## src/rtl/i2s_pkg.sv

```systemverilog
// i2s_pkg: shared framing-mode type and default geometry for the I2S transmitter.
package i2s_pkg;

  typedef enum logic {
    I2S_MODE_PHILIPS = 1'b0,
    I2S_MODE_LJ      = 1'b1
  } i2s_mode_e;

  localparam int I2S_DATA_W = 16;
  localparam int I2S_SLOT_W = 16;
  localparam int I2S_DIV    = 16;

endpackage

```

## src/rtl/i2s_clk_div.sv

```systemverilog
// i2s_clk_div: divides sclk into bclk (2*DIV sclk per period) and flags each high-to-low bclk edge.
module i2s_clk_div #(
  parameter int DIV = 16
) (
  input  logic sclk,
  input  logic rst_n,
  input  logic en,
  output logic bclk,
  output logic fall
);

  localparam int CW = (DIV > 1) ? $clog2(DIV) : 1;
  localparam logic [CW-1:0] CNT_MAX = CW'(DIV - 1);

  logic [CW-1:0] cnt_q, cnt_d;
  logic          bclk_q, bclk_d;
  logic          wrap;

  // fall is asserted in the cycle whose closing edge drives bclk low, so the
  // framing registers update on the very same edge as bclk itself.
  assign wrap = en && (cnt_q == CNT_MAX);
  assign fall = wrap && bclk_q;
  assign bclk = bclk_q;

  always_comb begin
    cnt_d  = cnt_q;
    bclk_d = bclk_q;
    if (!en) begin
      cnt_d  = '0;
      bclk_d = 1'b0;
    end else if (wrap) begin
      cnt_d  = '0;
      bclk_d = ~bclk_q;
    end else begin
      cnt_d = cnt_q + CW'(1);
    end
  end

  always_ff @(posedge sclk or negedge rst_n) begin
    if (!rst_n) begin
      cnt_q  <= '0;
      bclk_q <= 1'b0;
    end else begin
      cnt_q  <= cnt_d;
      bclk_q <= bclk_d;
    end
  end

endmodule

```

## src/rtl/i2s_tx.sv

```systemverilog
// i2s_tx: stereo I2S / left-justified serial transmitter with a one-pair holding buffer.
// Define I2S_TX_UNDERFLOW_CNT_EN to add the saturating underflow_cnt output.
module i2s_tx
  import i2s_pkg::*;
#(
  parameter int DATA_W = I2S_DATA_W,
  parameter int SLOT_W = I2S_SLOT_W,
  parameter int DIV    = I2S_DIV
) (
  input  logic              sclk,
  input  logic              rst_n,
  input  logic              en,
  input  logic              mode,
  input  logic              s_valid,
  output logic              s_ready,
  input  logic [DATA_W-1:0] s_left,
  input  logic [DATA_W-1:0] s_right,
  output logic              bclk,
  output logic              lrclk,
  output logic              sd,
  output logic              underflow
`ifdef I2S_TX_UNDERFLOW_CNT_EN
  ,
  output logic [15:0]       underflow_cnt
`endif
);

  localparam int FRAME_W = 2 * SLOT_W;
  localparam int PW      = $clog2(FRAME_W);
  localparam logic [PW-1:0] P_LAST = PW'(FRAME_W - 1);

  logic               fall, frameStart, accept;
  logic [PW-1:0]      p_q, p_d, pLead;
  logic [FRAME_W-1:0] shift_q, shift_d, loadWord;
  logic [SLOT_W-1:0]  slotL, slotR;
  logic [DATA_W-1:0]  bufL_q, bufL_d, bufR_q, bufR_d;
  logic               bufFull_q, bufFull_d;
  i2s_mode_e          mode_q, mode_d, modeNow;
  logic               lrclk_q, lrclk_d, sd_q, sd_d, underflow_q, underflow_d;

  i2s_clk_div #(.DIV(DIV)) u_clk_div (
    .sclk  (sclk),
    .rst_n (rst_n),
    .en    (en),
    .bclk  (bclk),
    .fall  (fall)
  );

  assign frameStart = fall && (p_q == P_LAST);
  assign accept     = s_valid && !bufFull_q;
  assign s_ready    = !bufFull_q;
  assign slotL      = SLOT_W'(bufL_q) << (SLOT_W - DATA_W);
  assign slotR      = SLOT_W'(bufR_q) << (SLOT_W - DATA_W);
  assign loadWord   = bufFull_q ? {slotL, slotR} : '0;
  assign modeNow    = frameStart ? i2s_mode_e'(mode) : mode_q;

  // The shifter emits stream bit p on the fall that moves the position to p;
  // in I2S mode lrclk looks one bit ahead so it switches before the MSB.
  always_comb begin
    p_d         = p_q;
    pLead       = '0;
    shift_d     = shift_q;
    lrclk_d     = lrclk_q;
    sd_d        = sd_q;
    mode_d      = mode_q;
    underflow_d = 1'b0;
    bufFull_d   = bufFull_q;
    bufL_d      = bufL_q;
    bufR_d      = bufR_q;
    if (!en) begin
      p_d     = P_LAST;
      shift_d = '0;
      lrclk_d = 1'b0;
      sd_d    = 1'b0;
    end else if (fall) begin
      p_d   = frameStart ? '0 : p_q + PW'(1);
      pLead = (p_d == P_LAST) ? '0 : p_d + PW'(1);
      if (frameStart) begin
        sd_d        = loadWord[FRAME_W-1];
        shift_d     = loadWord << 1;
        mode_d      = modeNow;
        bufFull_d   = 1'b0;
        underflow_d = !bufFull_q;
      end else begin
        sd_d    = shift_q[FRAME_W-1];
        shift_d = shift_q << 1;
      end
      if (modeNow == I2S_MODE_LJ) lrclk_d = (int'(p_d) >= SLOT_W);
      else                        lrclk_d = (int'(pLead) >= SLOT_W);
    end
    // Accept only happens when empty, so a same-cycle frame start still underflows.
    if (accept) begin
      bufFull_d = 1'b1;
      bufL_d    = s_left;
      bufR_d    = s_right;
    end
  end

  always_ff @(posedge sclk or negedge rst_n) begin
    if (!rst_n) begin
      p_q         <= P_LAST;
      shift_q     <= '0;
      lrclk_q     <= 1'b0;
      sd_q        <= 1'b0;
      mode_q      <= I2S_MODE_PHILIPS;
      underflow_q <= 1'b0;
      bufFull_q   <= 1'b0;
      bufL_q      <= '0;
      bufR_q      <= '0;
    end else begin
      p_q         <= p_d;
      shift_q     <= shift_d;
      lrclk_q     <= lrclk_d;
      sd_q        <= sd_d;
      mode_q      <= mode_d;
      underflow_q <= underflow_d;
      bufFull_q   <= bufFull_d;
      bufL_q      <= bufL_d;
      bufR_q      <= bufR_d;
    end
  end

  assign lrclk     = lrclk_q;
  assign sd        = sd_q;
  assign underflow = underflow_q;

`ifdef I2S_TX_UNDERFLOW_CNT_EN
  logic [15:0] ufCnt_q;

  always_ff @(posedge sclk or negedge rst_n) begin
    if (!rst_n) begin
      ufCnt_q <= '0;
    end else if (underflow_d && (ufCnt_q != 16'hFFFF)) begin
      ufCnt_q <= ufCnt_q + 16'd1;
    end
  end

  assign underflow_cnt = ufCnt_q;
`endif

endmodule

```

## config.mk

```make
export PLATFORM = sky130hd
export DESIGN_NAME = i2s_tx
export DESIGN_NICKNAME = d
export VERILOG_FILES = /design/src/rtl/i2s_pkg.sv /design/src/rtl/i2s_clk_div.sv /design/src/rtl/i2s_tx.sv
export SDC_FILE = /design/constraint.sdc
export NUM_CORES = 1
export LEC_CHECK = 0
export CAP_MARGIN = 5
export CORE_ASPECT_RATIO = 1.4
export CORE_UTILIZATION = 58
export DETAILED_ROUTE_END_ITERATION = 8
export PLACE_DENSITY = 0.82
export SYNTH_ARGS = -nofsm -noshare
export SYNTH_HDL_FRONTEND = slang
export SYNTH_SLANG_ARGS = --single-unit
```

## constraint.sdc

```tcl
create_clock -name sclk -period 3.2 [get_ports sclk]
set_input_delay 0.48 -clock sclk [delete_from_list [all_inputs] [get_ports sclk]]
set_output_delay 0.48 -clock sclk [all_outputs]
set_load 0.1 [all_outputs]
```

==> reports/metrics.yaml <==
outcome: "finished, final reports clean"
overflow: 0
cts_tree: "yes"
grt_max_degree: 79
track_usage: 0.230
vias_per_cell: 5.96
die_area_um2: 6630
r2r-start: "p_q[0]"
cts_root_buf: "clkbuf_8"
io_pins: 42
synth.top_cell.area_share: 0.499
grt_pass1_wl_mm: 11.9
async_flop_share: 1.00
relSlewSlack: 0.354
ys_warn_count: 0
synth_area_leaders: "dfrtp_1 (50%), mux2_2 (10%), nand3_1 (9.6%)"
h-tree-depth: 3
fin_crit_sh: 0.755
maxCapViolCount: 0
post-cts-setup-buffers: 0
fp.coreArea_um2: 5990
vdd_drop_max_mv: 0.408
nets: 386
synth_ff_type: "dfrtp_1"
fmax_mhz: 414
fp.dieW_um: 69.1
startpoint_type: "flop"
drc: 0
clk_latency_ns: 0.35
die_y_um: 96.0
dp_hpwl_mm: 4.35
path_clk_slew_ns: 0.08
worstHoldPathType: "input port to asynchronous set/reset pin"
reg2reg_depth: 7
clk_path_buf_depth: 2
syn_area_um2: 3660
timing.rr.end: "shift_q[22]"
post_drt_wl_per_cell_um: 16.4
p_leak_nw: 2.19
worst_pin_slew_ns: 0.968
drt-pass1-iter-count: 4
crit_arrival_ns: 2.64
synth_edf_count: 0
fill_cells: 418
crit_fanout: 37
gp_congestion: 0.798
mostFrequentLayoutCell: "dfrtp_1"
finalSetupViolCount: 0
powerDensity_nw_per_um2: 558
r2r_setup_slack_ns: 0.78
post_cts_resize_count: 0
syn2layout_area_growth_pct: 16.8
synth_nets: 356
synth_seq_cells: 78
path_class: "flop to flop"
layout_common_cells: "dfrtp_1 (73), nand3_1 (70), clkdlybuf4s50_1 (37)"
period_needed_ns: 2.42
drt_iter0_drc: 183
endpoint_kind: "flop"
synth_area_per_cell_um2: 11.6
drv_slew: 0
hold_buffers: 0
wl_mm: 6.90
antenna_found_initial: 0
num_rows: 33
cp-startpoint: "p_q[0]"
synth.distinct_cells: 36
num_vias: 2509
total_power_mw: 2.39
synth_top_cell_by_area: "dfrtp_1"
grt_pass1_vias: 2540
postSynthCellCount: 316
hold_viol_final: 0
antenna_left: 0
diodes: 0
start_util: 0.611
io_buffers: 41
finClkSkew_ns: 0.0127
finalSetupTns_ns: 0
rsz0062_at_grt: "no"
clock-sinks: 78
numCtsBuffers: 9
drive_above_1_share: 0.194
yosysSeqAreaShare: 0.535
required_ns: 3.43
power by group:
part	internal (mW)	switching, mW	total [mW]
Clock	0.441	0.354	0.795
Sequential	1.15	0.100	1.25
Combinational	0.209	0.135	0.344
layout make-up:
cell class | instances | area (um2) | area share
inverters | 2 | 7.51 | 0.00176
clock buffers | 11 | 131 | 0.0307
clock inverters | 5 | 83.8 | 0.0196
flip-flops and latches | 78 | 1960 | 0.458
repair buffers | 48 | 465 | 0.109
multi-input cells | 207 | 1540 | 0.360
well taps | 70 | 87.6 | 0.0205
Yosys cell counts (5+ instances only):
| cell type | n |
|---|---|
| dfrtp_1 | 73 |
| nand3_1 | 70 |
| mux2_2 | 33 |
| nand2b_1 | 31 |
| o211a_1 | 31 |
| clkbuf_1 | 14 |
| buf_4 | 7 |
| nand2_1 | 6 |
| buf_2 | 5 |
| dfstp_2 | 5 |
worst max-delay path, cell delays in order, from the launching register on:
cell and delay (ns):
dfstp_2 0.58, ha_1 0.22, and3_1 0.18, ha_2 0.57
buf_4 0.35, nand2b_1 0.15, nand3_1 0.08, o211a_1 0.16
stage by stage:
step	hold WS, ns	std cells	util	area, um2	worst slack [ns]
global placement	0.472	405	0.678	4060	0.929
finish	0.273	421	0.714	4270	0.784
CTS	0.315	421	0.714	4270	0.801
floorplan	0.184	316	-	3660	1.28
detailed placement	0.476	405	0.678	4060	0.831
global route	0.360	421	0.714	4270	0.578
worst max path at each step:
stage | endpoint | slack [ns] | cells past startpoint
after global routing | shift_q[22] | 0.58 | 7
after global placement | shift_q[16] | 0.93 | 7
after CTS | shift_q[22] | 0.80 | 7
final | shift_q[22] | 0.78 | 7
after detailed placement | shift_q[16] | 0.83 | 7
after floorplan | lrclk | 1.28 | 4
state kept, by name, indices dropped and copies added (netlist names), 4 cells and up:
register,flops
p_q,5
shift_q,31
bufR_q,16
bufL_q,16
u_clk_div.cnt_q,4
cells by family (layout without fill, tap and decap cells):
logic type / count (synthesis) / count (layout) / synth area share
adder cells (fa/ha/maj): 3 / 3 / 0.0103
buffers and inverters: 31 / 66 / 0.0469
XOR/XNOR: 3 / 3 / 0.00718
AO/OA/AOI/OAI: 41 / 41 / 0.105
AND/OR/NAND/NOR: 127 / 127 / 0.194
flip-flops: 78 / 78 / 0.535
multiplexers: 33 / 33 / 0.102
layer usage:
layer | wire (um) | global-route usage | vias up | share of wire
li1 | - | - | 1195 | -
met1 | 2990 | 0.297 | 1243 | 0.43
met2 | 3600 | 0.386 | 63 | 0.52
met3 | 232 | 0.0366 | 8 | 0.034
met4 | 72 | 0.100 | 0 | 0.010
met5 | 0 | 0 | - | 0
No activity file was read; power rests on OpenSTA's default activity.
